## src/rtl/fpu_pkg.sv

```systemverilog
// Shared definitions for the FPU writeback stage: op codes, flag positions,
// the buffered entry layout and the NaN-box pattern for single results.
package fpu_pkg;

  localparam logic [1:0] OP_ADD = 2'd0;
  localparam logic [1:0] OP_MUL = 2'd1;
  localparam logic [1:0] OP_DIV = 2'd2;

  localparam int FLG_INV = 4;
  localparam int FLG_DBZ = 3;
  localparam int FLG_OVF = 2;
  localparam int FLG_UNF = 1;
  localparam int FLG_INX = 0;

  localparam int WB_TAGW = 5;

  localparam logic [31:0] NAN_BOX = 32'hFFFF_FFFF;

  typedef struct packed {
    logic [63:0]        result;
    logic [4:0]         flags;
    logic [WB_TAGW-1:0] tag;
  } wb_entry_t;

  // The reserved op code 3 is routed to the adder path.
  function automatic logic use_add_path(input logic [1:0] op);
    return (op == OP_ADD) || (op == 2'd3);
  endfunction

  // Single results occupy the upper word of the rounder output; box them.
  function automatic logic [63:0] format_result(input logic [63:0] sel, input logic db);
    return db ? sel : {NAN_BOX, sel[63:32]};
  endfunction

endpackage

```

## src/rtl/fpu_wb_fifo.sv

```systemverilog
// Two-entry result buffer. Pushes into a full buffer and pops from an empty
// one are ignored, so the wrapper may drive push/pop from raw handshakes.
module fpu_wb_fifo
  import fpu_pkg::*;
(
  input  logic      clk,
  input  logic      rst_n,
  input  logic      push,
  input  wb_entry_t push_data,
  input  logic      pop,
  output logic [1:0] count,
  output wb_entry_t head
);

  wb_entry_t mem [2];
  logic      wr_ptr;
  logic      rd_ptr;
  logic      do_push;
  logic      do_pop;

  assign do_push = push && (count != 2'd2);
  assign do_pop  = pop && (count != 2'd0);
  assign head    = mem[rd_ptr];

  // Storage: cleared on reset so the visible head reads as zero when empty.
  always_ff @(posedge clk or negedge rst_n) begin
    if (!rst_n) begin
      mem[0] <= '0;
      mem[1] <= '0;
    end else if (do_push) begin
      mem[wr_ptr] <= push_data;
    end
  end

  // Pointers and occupancy; a simultaneous push and pop leaves count unchanged.
  always_ff @(posedge clk or negedge rst_n) begin
    if (!rst_n) begin
      wr_ptr <= 1'b0;
      rd_ptr <= 1'b0;
      count  <= 2'd0;
    end else begin
      if (do_push) wr_ptr <= ~wr_ptr;
      if (do_pop)  rd_ptr <= ~rd_ptr;
      case ({do_push, do_pop})
        2'b10:   count <= count + 2'd1;
        2'b01:   count <= count - 2'd1;
        default: count <= count;
      endcase
    end
  end

endmodule

```

## src/rtl/fpu_writeback.sv

```systemverilog
// Result stage after the combinational FPU core: selects adder or mul/div
// output, NaN-boxes single results, buffers two entries and keeps the sticky
// exception flags (FPSR) plus an informational trap indication.
module fpu_writeback
  import fpu_pkg::*;
#(
  parameter int DEPTH = 2,
  parameter int TAGW  = 5
) (
  input  logic            clk,
  input  logic            rst_n,
  input  logic            in_valid,
  output logic            in_ready,
  input  logic [1:0]      in_op,
  input  logic            in_db,
  input  logic [TAGW-1:0] in_tag,
  input  logic [63:0]     fp_add,
  input  logic [4:0]      ieee_add,
  input  logic [63:0]     fp_mul,
  input  logic [4:0]      ieee_mul,
  output logic            out_valid,
  input  logic            out_ready,
  output logic [63:0]     out_result,
  output logic [4:0]      out_flags,
  output logic [TAGW-1:0] out_tag,
  output logic            out_trap,
  input  logic [4:0]      trap_en,
  input  logic            fpsr_clr,
  output logic [4:0]      fpsr
);

  wb_entry_t  new_entry;
  wb_entry_t  head;
  logic [1:0] count;
  logic       accept;
  logic       retire;

  // Select and format the incoming operation into a buffer entry.
  always_comb begin
    new_entry = '0;
    if (use_add_path(in_op)) begin
      new_entry.result = format_result(fp_add, in_db);
      new_entry.flags  = ieee_add;
    end else begin
      new_entry.result = format_result(fp_mul, in_db);
      new_entry.flags  = ieee_mul;
    end
    new_entry.tag = in_tag;
  end

  // in_ready depends on registered occupancy only, never on out_ready.
  assign in_ready  = (32'(count) < DEPTH);
  assign out_valid = (count != 2'd0);
  assign accept    = in_valid && in_ready;
  assign retire    = out_valid && out_ready;

  fpu_wb_fifo u_fifo (
    .clk       (clk),
    .rst_n     (rst_n),
    .push      (accept),
    .push_data (new_entry),
    .pop       (retire),
    .count     (count),
    .head      (head)
  );

  assign out_result = head.result;
  assign out_flags  = head.flags;
  assign out_tag    = head.tag;
  assign out_trap   = out_valid && (|(head.flags & trap_en));

  // Sticky flags: a clear in the retire cycle still records the retiring flags.
  always_ff @(posedge clk or negedge rst_n) begin
    if (!rst_n) begin
      fpsr <= 5'd0;
    end else begin
      fpsr <= (fpsr_clr ? 5'd0 : fpsr) | (retire ? head.flags : 5'd0);
    end
  end

endmodule

```

## config.mk

```make
export PLATFORM = sky130hd
export DESIGN_NAME = fpu_writeback
export DESIGN_NICKNAME = d
export VERILOG_FILES = /design/src/rtl/fpu_pkg.sv /design/src/rtl/fpu_wb_fifo.sv /design/src/rtl/fpu_writeback.sv
export SDC_FILE = /design/constraint.sdc
export NUM_CORES = 1
export LEC_CHECK = 0
export BUFFER_PORTS_ARGS = -buffer_cell sky130_fd_sc_hd__buf_2
export CAP_MARGIN = 30
export CORE_ASPECT_RATIO = 1.2
export CORE_MARGIN = 3
export CORE_UTILIZATION = 35
export DETAILED_ROUTE_END_ITERATION = 12
export GPL_TIMING_DRIVEN = 0
export SYNTH_ARGS = -nofsm -noshare
export SYNTH_HDL_FRONTEND = slang
export SYNTH_HIERARCHICAL = 1
export SYNTH_SLANG_ARGS = --single-unit
```

## constraint.sdc

```tcl
create_clock -name clk -period 2.2 [get_ports clk]
set_clock_uncertainty 0.05 [all_clocks]
set_input_delay 0.44 -clock clk [delete_from_list [all_inputs] [get_ports clk]]
set_output_delay 0.44 -clock clk [all_outputs]
set_load 0.02 [all_outputs]
```

==> results of run 1 <==
==> flip-flops by register name, indices dropped and copies added, names as in the netlist <==
name,flops
u_fifo/rd_ptr,1
fpsr,5
u_fifo/mem,148
u_fifo/count,2
u_fifo/wr_ptr,1
==> per-layer routing <==
| layer | global-route usage, % | up-vias | routed length, um |
|---|---|---|---|
| met2 | 28.2 | 131 | 11000 |
| met5 | 0 | - | 0 |
| met4 | 3.62 | 0 | 182 |
| li1 | - | 2631 | - |
| met3 | 3.07 | 9 | 874 |
| met1 | 22.8 | 2736 | 10200 |
==> power by group through the flow <==
| stage | clock network (mW) | registers (mW) | logic [mW] |
|---|---|---|---|
| 3_3_place_gp | 0 | 5.02 | 8.39 |
| 6_report | 2.95 | 5.04 | 8.82 |
| 5_1_grt | 3.16 | 5.23 | 9.39 |
| 2_1_floorplan | 0 | 4.87 | 6.21 |
| 4_1_cts | 3.04 | 5.02 | 8.95 |
| 3_5_place_dp | 0 | 5.03 | 8.46 |
==> cells by family after synthesis <==
logic type / share of synthesized area, %
flip-flops: 45.3
multiplexers: 45.7
adder cells (fa/ha/maj): 0.144
XOR/XNOR: 0.693
AND/OR/NAND/NOR: 2.26
AO/OA/AOI/OAI: 0.750
buffers and inverters: 5.11
==> through the flow <==
step / TNS [ns] / cells
after floorplan: 0 / 585
final: -4.31 / 1180
after global placement: -305.49 / 1141
after detailed placement: -12.69 / 1142
after global routing: -8.29 / 1180
after CTS: -6.34 / 1181
==> timing repair <==
action                                  4_1_cts  5_1_grt
hold endpoints to repair                     18        0
resized for setup                            43        7
setup buffers                                 6        0
hold buffers                                  1        0
endpoints found under the setup margin       70       52
pin swaps                                     2        3
==> synthesized netlist by cell type <==
cell      count
nand2_1      38
dfrtp_1     157
mux2_4      120
nor2_1        1
a222oi_1      1
o21a_1        2
nor2b_1       1
mux2i_1      96
buf_4         6
xnor2_2       1
mux2_2      107
xor2_1        2
a21boi_0      1
buf_2         9
buf_1         1
buf_12       14
nand2b_4      1
inv_1         6
clkbuf_1      5
xnor2_1       3
or2_2         1
ha_1          1
clkbuf_2      1
o21ai_0       5
and3b_4       1
and3_4        1
a22oi_1       1
buf_6         2
==> worst max-delay path, delay by kind of cell (launching register included) <==
family                 cells  cell delay (ns)
multiplexers               1             0.31
flip-flops                 1             0.39
AO/OA/AOI/OAI              2             0.46
buffers and inverters      3             0.42
==> how the worst min path moves through the flow <==
| stage | from | endpoint | slack (ns) |
|---|---|---|---|
| after global routing | in_tag[0] | u_fifo/mem[0] | 0.20 |
| after detailed placement | rst_n | u_fifo/mem[36] | 0.43 |
| after CTS | in_tag[0] | u_fifo/mem[0] | 0.20 |
| final | in_tag[0] | u_fifo/mem[0] | 0.22 |
| after floorplan | rst_n | fpsr[0] | 0.09 |
| after global placement | u_fifo/wr_ptr | u_fifo/wr_ptr | 0.43 |
==> layout make-up <==
type                            count  share of cell area (%)
Multi-Input combinational cell    384                    39.0
Clock buffer                       18                    3.87
Buffer                             38                    4.64
Inverter                            6                   0.203
Timing Repair Buffer              243                    11.8
Clock inverter                     14                    1.42
Tap cell                          320                    3.61
Sequential cell                   157                    35.4
==> impl_metrics.env, run 1 <==
export IMPL_slew_violations=0
export IMPL_dieArea_um2=26700
export IMPL_dp_hpwl_um=15900
export IMPL_post_route_period_util_pct=113
export IMPL_yosysTopAreaCell="dfrtp_1"
export IMPL_drcViolationCount=0
export IMPL_nets=1004
export IMPL_clk_pin_slew_worst_paths_ns=0.07
export IMPL_critical_path_cell_chain="buf_6 -> buf_12 -> mux2_4 -> a222oi_1 -> a21boi_1 -> buf_4"
export IMPL_fmax_ghz=0.403
export IMPL_cp_data_required_time_ns=1.71
export IMPL_period_minus_slack_ns=2.48
export IMPL_slowest_delay_ns=0.39
export IMPL_p_comb_share_pct=52.5
export IMPL_numClockSinks=157
export IMPL_reg2reg_to="u_fifo/mem[55]"
export IMPL_multi_input_area_um2=4320
export IMPL_grt_overflow_total=0
export IMPL_leakage_nw=5.27
export IMPL_cts_made_buffers=17
export IMPL_fillCellCount=2177
export IMPL_synth_cell_type_count=28
export IMPL_worstPathMaxFanout=4
export IMPL_grt_pass1_wl_um=34400
export IMPL_rr_startpoint="u_fifo/count[1]"
export IMPL_dpl_instance_area_um2=10300
export IMPL_worst_pin_slew_ns=0.730
export IMPL_drive_gt1_share_pct=62.8
export IMPL_ys_top_cells_by_area="dfrtp_1 45%, mux2_4 21%, mux2_2 14%, mux2i_1 11%, buf_12 3.2%"
export IMPL_status="complete, but fails checks"
export IMPL_yosysWarningCount=6
export IMPL_seqPwrFrac_pct=30.0
export IMPL_start_kind="flip-flop"
export IMPL_power_mw=16.8
export IMPL_syn_area_per_cell_um2=14.8
export IMPL_die_h_um=178
export IMPL_yosysTopAreaCellShare_pct=45.3
export IMPL_syn_instance_count=585
export IMPL_drt_total_wl_um=22200
export IMPL_crit_start="u_fifo/rd_ptr"
export IMPL_grt_antenna_before_repair=0
export IMPL_antenna_left=0
export IMPL_first_global_vias=5926
export IMPL_relSlewSlack_pct=51.3
export IMPL_gr_usage_all_layers_pct=16.8
export IMPL_crit_path_end_kind="output port"
export IMPL_cts_tree="built"
export IMPL_setup_viol=45
export IMPL_grt_max_degree=86
export IMPL_min_path_type="in -> reg"
export IMPL_gp_congestion=0.699
export IMPL_final_util_pct=46.0
export IMPL_p_sw_mw=6.06
export IMPL_syn2layout_area_growth_pct=27.8
export IMPL_holdPathStages=2
export IMPL_dieWidth_um=150
export IMPL_violations="negative setup slack"
export IMPL_peakVddDrop_v=0.000670
export IMPL_crit_type="reg -> out"
export IMPL_ys_seq_area_share_pct=45.3
export IMPL_cts_path_max_buffers=2
export IMPL_seq_area_um2=3930
export IMPL_slowest_stage="dfrtp_1"
export IMPL_ys_ff_latch=157
export IMPL_netSwitchingFraction_pct=36.1
export IMPL_pwr_density_cell_nw_per_um2=1520
export IMPL_rr_worst_depth=5
export IMPL_reg2reg_slack_ns=0.40
export IMPL_port_buffers=236
export IMPL_h_tree_depth=4
export IMPL_synth_nets=742
export IMPL_drtIter0Drc=171
export IMPL_core_area_um2=24100
export IMPL_p_clk_share_pct=17.6
export IMPL_synth_area_um2=8670
export IMPL_fp_row_count=62
export IMPL_final_cell_mix="231 x buf_2, 157 x dfrtp_1, 124 x mux2_4"
export IMPL_mostFrequentLayoutCell="buf_2"
export IMPL_viasPerCell=4.67
export IMPL_insertion_delay_ns=0.41
export IMPL_dp_slack_ns=-0.335
export IMPL_arrival_ns=1.99
export IMPL_cap_violations=0
export IMPL_root_buffer="clkbuf_16"
export IMPL_wl_per_cell_um=18.8
export IMPL_diodes=0
export IMPL_rsz0062_at_grt="true"
export IMPL_finalHoldViolCount=0
export IMPL_final_cell_area_um2=11100
export IMPL_start_util_pct=36.0
export IMPL_drtPass1Iterations=4
export IMPL_setup_ws_ns=-0.284
export IMPL_num_vias=5507
export IMPL_ioPinCount=238
export IMPL_hold_ws_ns=0.216
export IMPL_crit_end="out_trap"
export IMPL_p_int_mw=10.7
No activity file was read; power rests on OpenSTA's default activity.
==> run 2, diff against run 1 <==
Settings changed: CORE_MARGIN 3 to default, SYNTH_HIERARCHICAL 1 to default.
==> impl_metrics.env, run 2 <==
export IMPL_cts_made_buffers=17
export IMPL_largest_reg_flops=148
export IMPL_relSlewSlack_pct=56.0
export IMPL_synth_cell_type_count=26
export IMPL_rsz0062_at_grt="true"
export IMPL_synth_area_um2=8030
export IMPL_ys_ff_latch=157
export IMPL_grt_antenna_before_repair=0
export IMPL_fin_cells=1309
export IMPL_cts_tree="built"
export IMPL_reg2reg_to="u_fifo.mem[142]"
export IMPL_grt_pass1_wl_um=38100
export IMPL_crit_type="reg -> out"
export IMPL_cp_data_required_time_ns=1.71
export IMPL_viasPerCell=5.08
export IMPL_synth_edf_count=0
export IMPL_post_route_period_util_pct=108
export IMPL_gp_congestion=0.788
export IMPL_setup_ws_ns=-0.175
export IMPL_top_regs="u_fifo.mem x148, fpsr x5, u_fifo.count x2"
export IMPL_reg2reg_slack_ns=0.21
export IMPL_yosysMostFrequentCell="dfrtp_1"
export IMPL_crit_end="out_trap"
export IMPL_yosysWarningCount=0
export IMPL_slowest_delay_ns=0.45
export IMPL_first_global_vias=6768
export IMPL_dp_cells=1274
export IMPL_port_buffers=236
export IMPL_peakVddDrop_v=0.000836
export IMPL_grt_max_degree=94
export IMPL_drtPass1Iterations=4
export IMPL_min_path_type="in -> reg"
export IMPL_core_area_um2=22400
export IMPL_async_flop_share_pct=100
export IMPL_violations="negative setup slack"
export IMPL_fmax_ghz=0.421
export IMPL_fillCellCount=2258
export IMPL_fp_row_count=60
export IMPL_pwr_density_cell_nw_per_um2=1440
export IMPL_insertion_delay_ns=0.42
export IMPL_die_h_um=168
export IMPL_status="complete, but fails checks"
export IMPL_diodes=0
export IMPL_crit_start="u_fifo.rd_ptr"
export IMPL_gr_usage_all_layers_pct=21.4
export IMPL_start_util_pct=35.8
export IMPL_finalHoldViolCount=0
export IMPL_setup_viol=57
export IMPL_ioPinCount=238
export IMPL_cap_violations=0
export IMPL_numClockSinks=157
export IMPL_synth_nets=915
export IMPL_dieWidth_um=140
export IMPL_root_buffer="clkbuf_16"
export IMPL_worst_pin_slew_ns=0.657
export IMPL_slew_violations=0
export IMPL_h_tree_depth=4
export IMPL_dp_slack_ns=-0.309
export IMPL_power_mw=14.9
export IMPL_nets=1175
export IMPL_drcViolationCount=0
export IMPL_antenna_left=0
export IMPL_ys_top_cells_by_area="dfrtp_1 49%, mux2_2 15%, mux2i_1 13%, a31oi_1 5.0%, nand2_1 5.0%"
export IMPL_wl_met1_um=10800
export IMPL_arrival_ns=1.89
export IMPL_worstPathMaxFanout=4
export IMPL_crit_path_end_kind="output port"
export IMPL_period_minus_slack_ns=2.38
export IMPL_drtIter0Drc=302
export IMPL_num_vias=6649
export IMPL_leakage_nw=4.96
export IMPL_ys_seq_area_share_pct=49.0
export IMPL_largest_register="u_fifo.mem"
export IMPL_drt_total_wl_um=24600
export IMPL_final_cell_mix="243 x buf_2, 156 x dfrtp_1, 106 x nand2_1"
export IMPL_syn_area_per_cell_um2=10.6
export IMPL_grt_overflow_total=0
export IMPL_critical_path_cell_chain="buf_6 -> mux2_4 -> a222oi_1 -> a21boi_1 -> buf_4"
export IMPL_wl_met3_um=974
export IMPL_syn2layout_area_growth_pct=29.3
export IMPL_slowest_stage="dfrtp_2"
export IMPL_rr_startpoint="u_fifo.count[1]"
export IMPL_yosys_top_cells_count="157 x dfrtp_1, 106 x mux2_2, 106 x nand2_1, 101 x mux2i_1, 75 x o21ai_0"
export IMPL_wl_per_cell_um=18.8
export IMPL_dp_hpwl_um=17800
export IMPL_dr_wl_met2_um=12400
export IMPL_mostFrequentLayoutCell="buf_2"
export IMPL_rr_worst_depth=4
export IMPL_clk_pin_slew_worst_paths_ns=0.06
export IMPL_yosysTopAreaCell="dfrtp_1"
export IMPL_syn_instance_count=758
export IMPL_dieArea_um2=23500
export IMPL_yosysTopAreaCellShare_pct=49.0
export IMPL_top_layer="met4"
export IMPL_final_util_pct=46.2
export IMPL_drive_gt1_share_pct=39.8
export IMPL_synth_main_ff_cell="dfrtp_1"
export IMPL_start_kind="flip-flop"
export IMPL_setup_tns_final_ns=-1.88
export IMPL_cts_path_max_buffers=2
run 2: cell count changes after synthesis, moves of 2 or more:
cell	change
mux2_4	-120
o21ai_0	+70
nand2_1	+68
a31oi_1	+64
nor2_1	+64
clkbuf_1	+25
buf_12	-14
buf_2	+14
a22o_1	+5
mux2i_1	+5
inv_1	-3
o21a_1	-2
run 2: worst max-delay path: cells and delay by family (launching register included):
family | cells | cell delay [ns]
DFF | 1 | 0.45
AOI/OAI and AO/OA | 2 | 0.41
muxes | 1 | 0.31
buffers and inverters | 2 | 0.30
run 2: cells by family (layout without fill, tap and decap cells):
family,after synthesis,after routing,share of synthesized area [%]
AOI/OAI and AO/OA,147,147,10.5
xor gates and xnor gates,5,5,0.546
adders and majority gates,1,1,0.156
buffers and inverters,64,336,3.73
DFF,157,157,49.0
muxes,207,207,27.5
and+or+nand+nor,177,177,8.62
run 2: layout make-up:
type                       instances  area (um^2)  share of cell area [%]
clock buffer                      25          505                    4.87
tap                              279          349                    3.36
sequential                       157         3930                    37.9
timing repair buffer             241         1310                    12.6
clock inverter                     6         82.6                   0.796
multi-input combinational        537         3820                    36.8
buffer                            61          374                    3.61
inverter                           3         11.3                   0.109
run 2: worst min-delay path by stage:
| stage | startpoint | to | slack, ns | depth (start not counted) |
|---|---|---|---|---|
| final | in_tag[3] | u_fifo.mem[3] | 0.17 | 3 |
| after floorplan | rst_n | fpsr[0] | 0.09 | 0 |
| after CTS | in_tag[3] | u_fifo.mem[3] | 0.16 | 3 |
| after global placement | u_fifo.mem[32] | u_fifo.mem[32] | 0.41 | 2 |
| after detailed placement | rst_n | u_fifo.mem[25] | 0.37 | 1 |
| after global routing | in_tag[4] | u_fifo.mem[4] | 0.18 | 3 |
run 2: stage by stage:
| stage | hold WS (ns) | area (um^2) |
|---|---|---|
| floorplan | 0.0944 | 8030 |
| global placement | 0.406 | 9560 |
| detailed placement | 0.373 | 9590 |
| CTS | 0.158 | 10400 |
| global route | 0.176 | 10400 |
| finish | 0.173 | 10400 |
run 2: per-layer routing:
layer / vias up / global-route usage, %
met5: - / 0
met4: 0 / 6.26
met3: 16 / 3.53
met2: 177 / 37.1
met1: 3257 / 27.5
li1: 3199 / -
run 2: power by group:
part | internal [mW] | switching [mW] | total (mW)
Clock | 1.81 | 1.12 | 2.93
Combinational | 2.99 | 4.07 | 7.06
Sequential | 4.22 | 0.675 | 4.90
Total | 9.02 | 5.87 | 14.9
run 2: timing repair:
item | 4_1_cts | 5_1_grt
pin swaps | 3 | 2
hold endpoints to repair | 64 | 0
gates cloned | 1 | 0
resized for setup | 42 | 9
setup endpoints to repair | 73 | 77
setup buffers | 2 | 0
hold buffers | 1 | 0
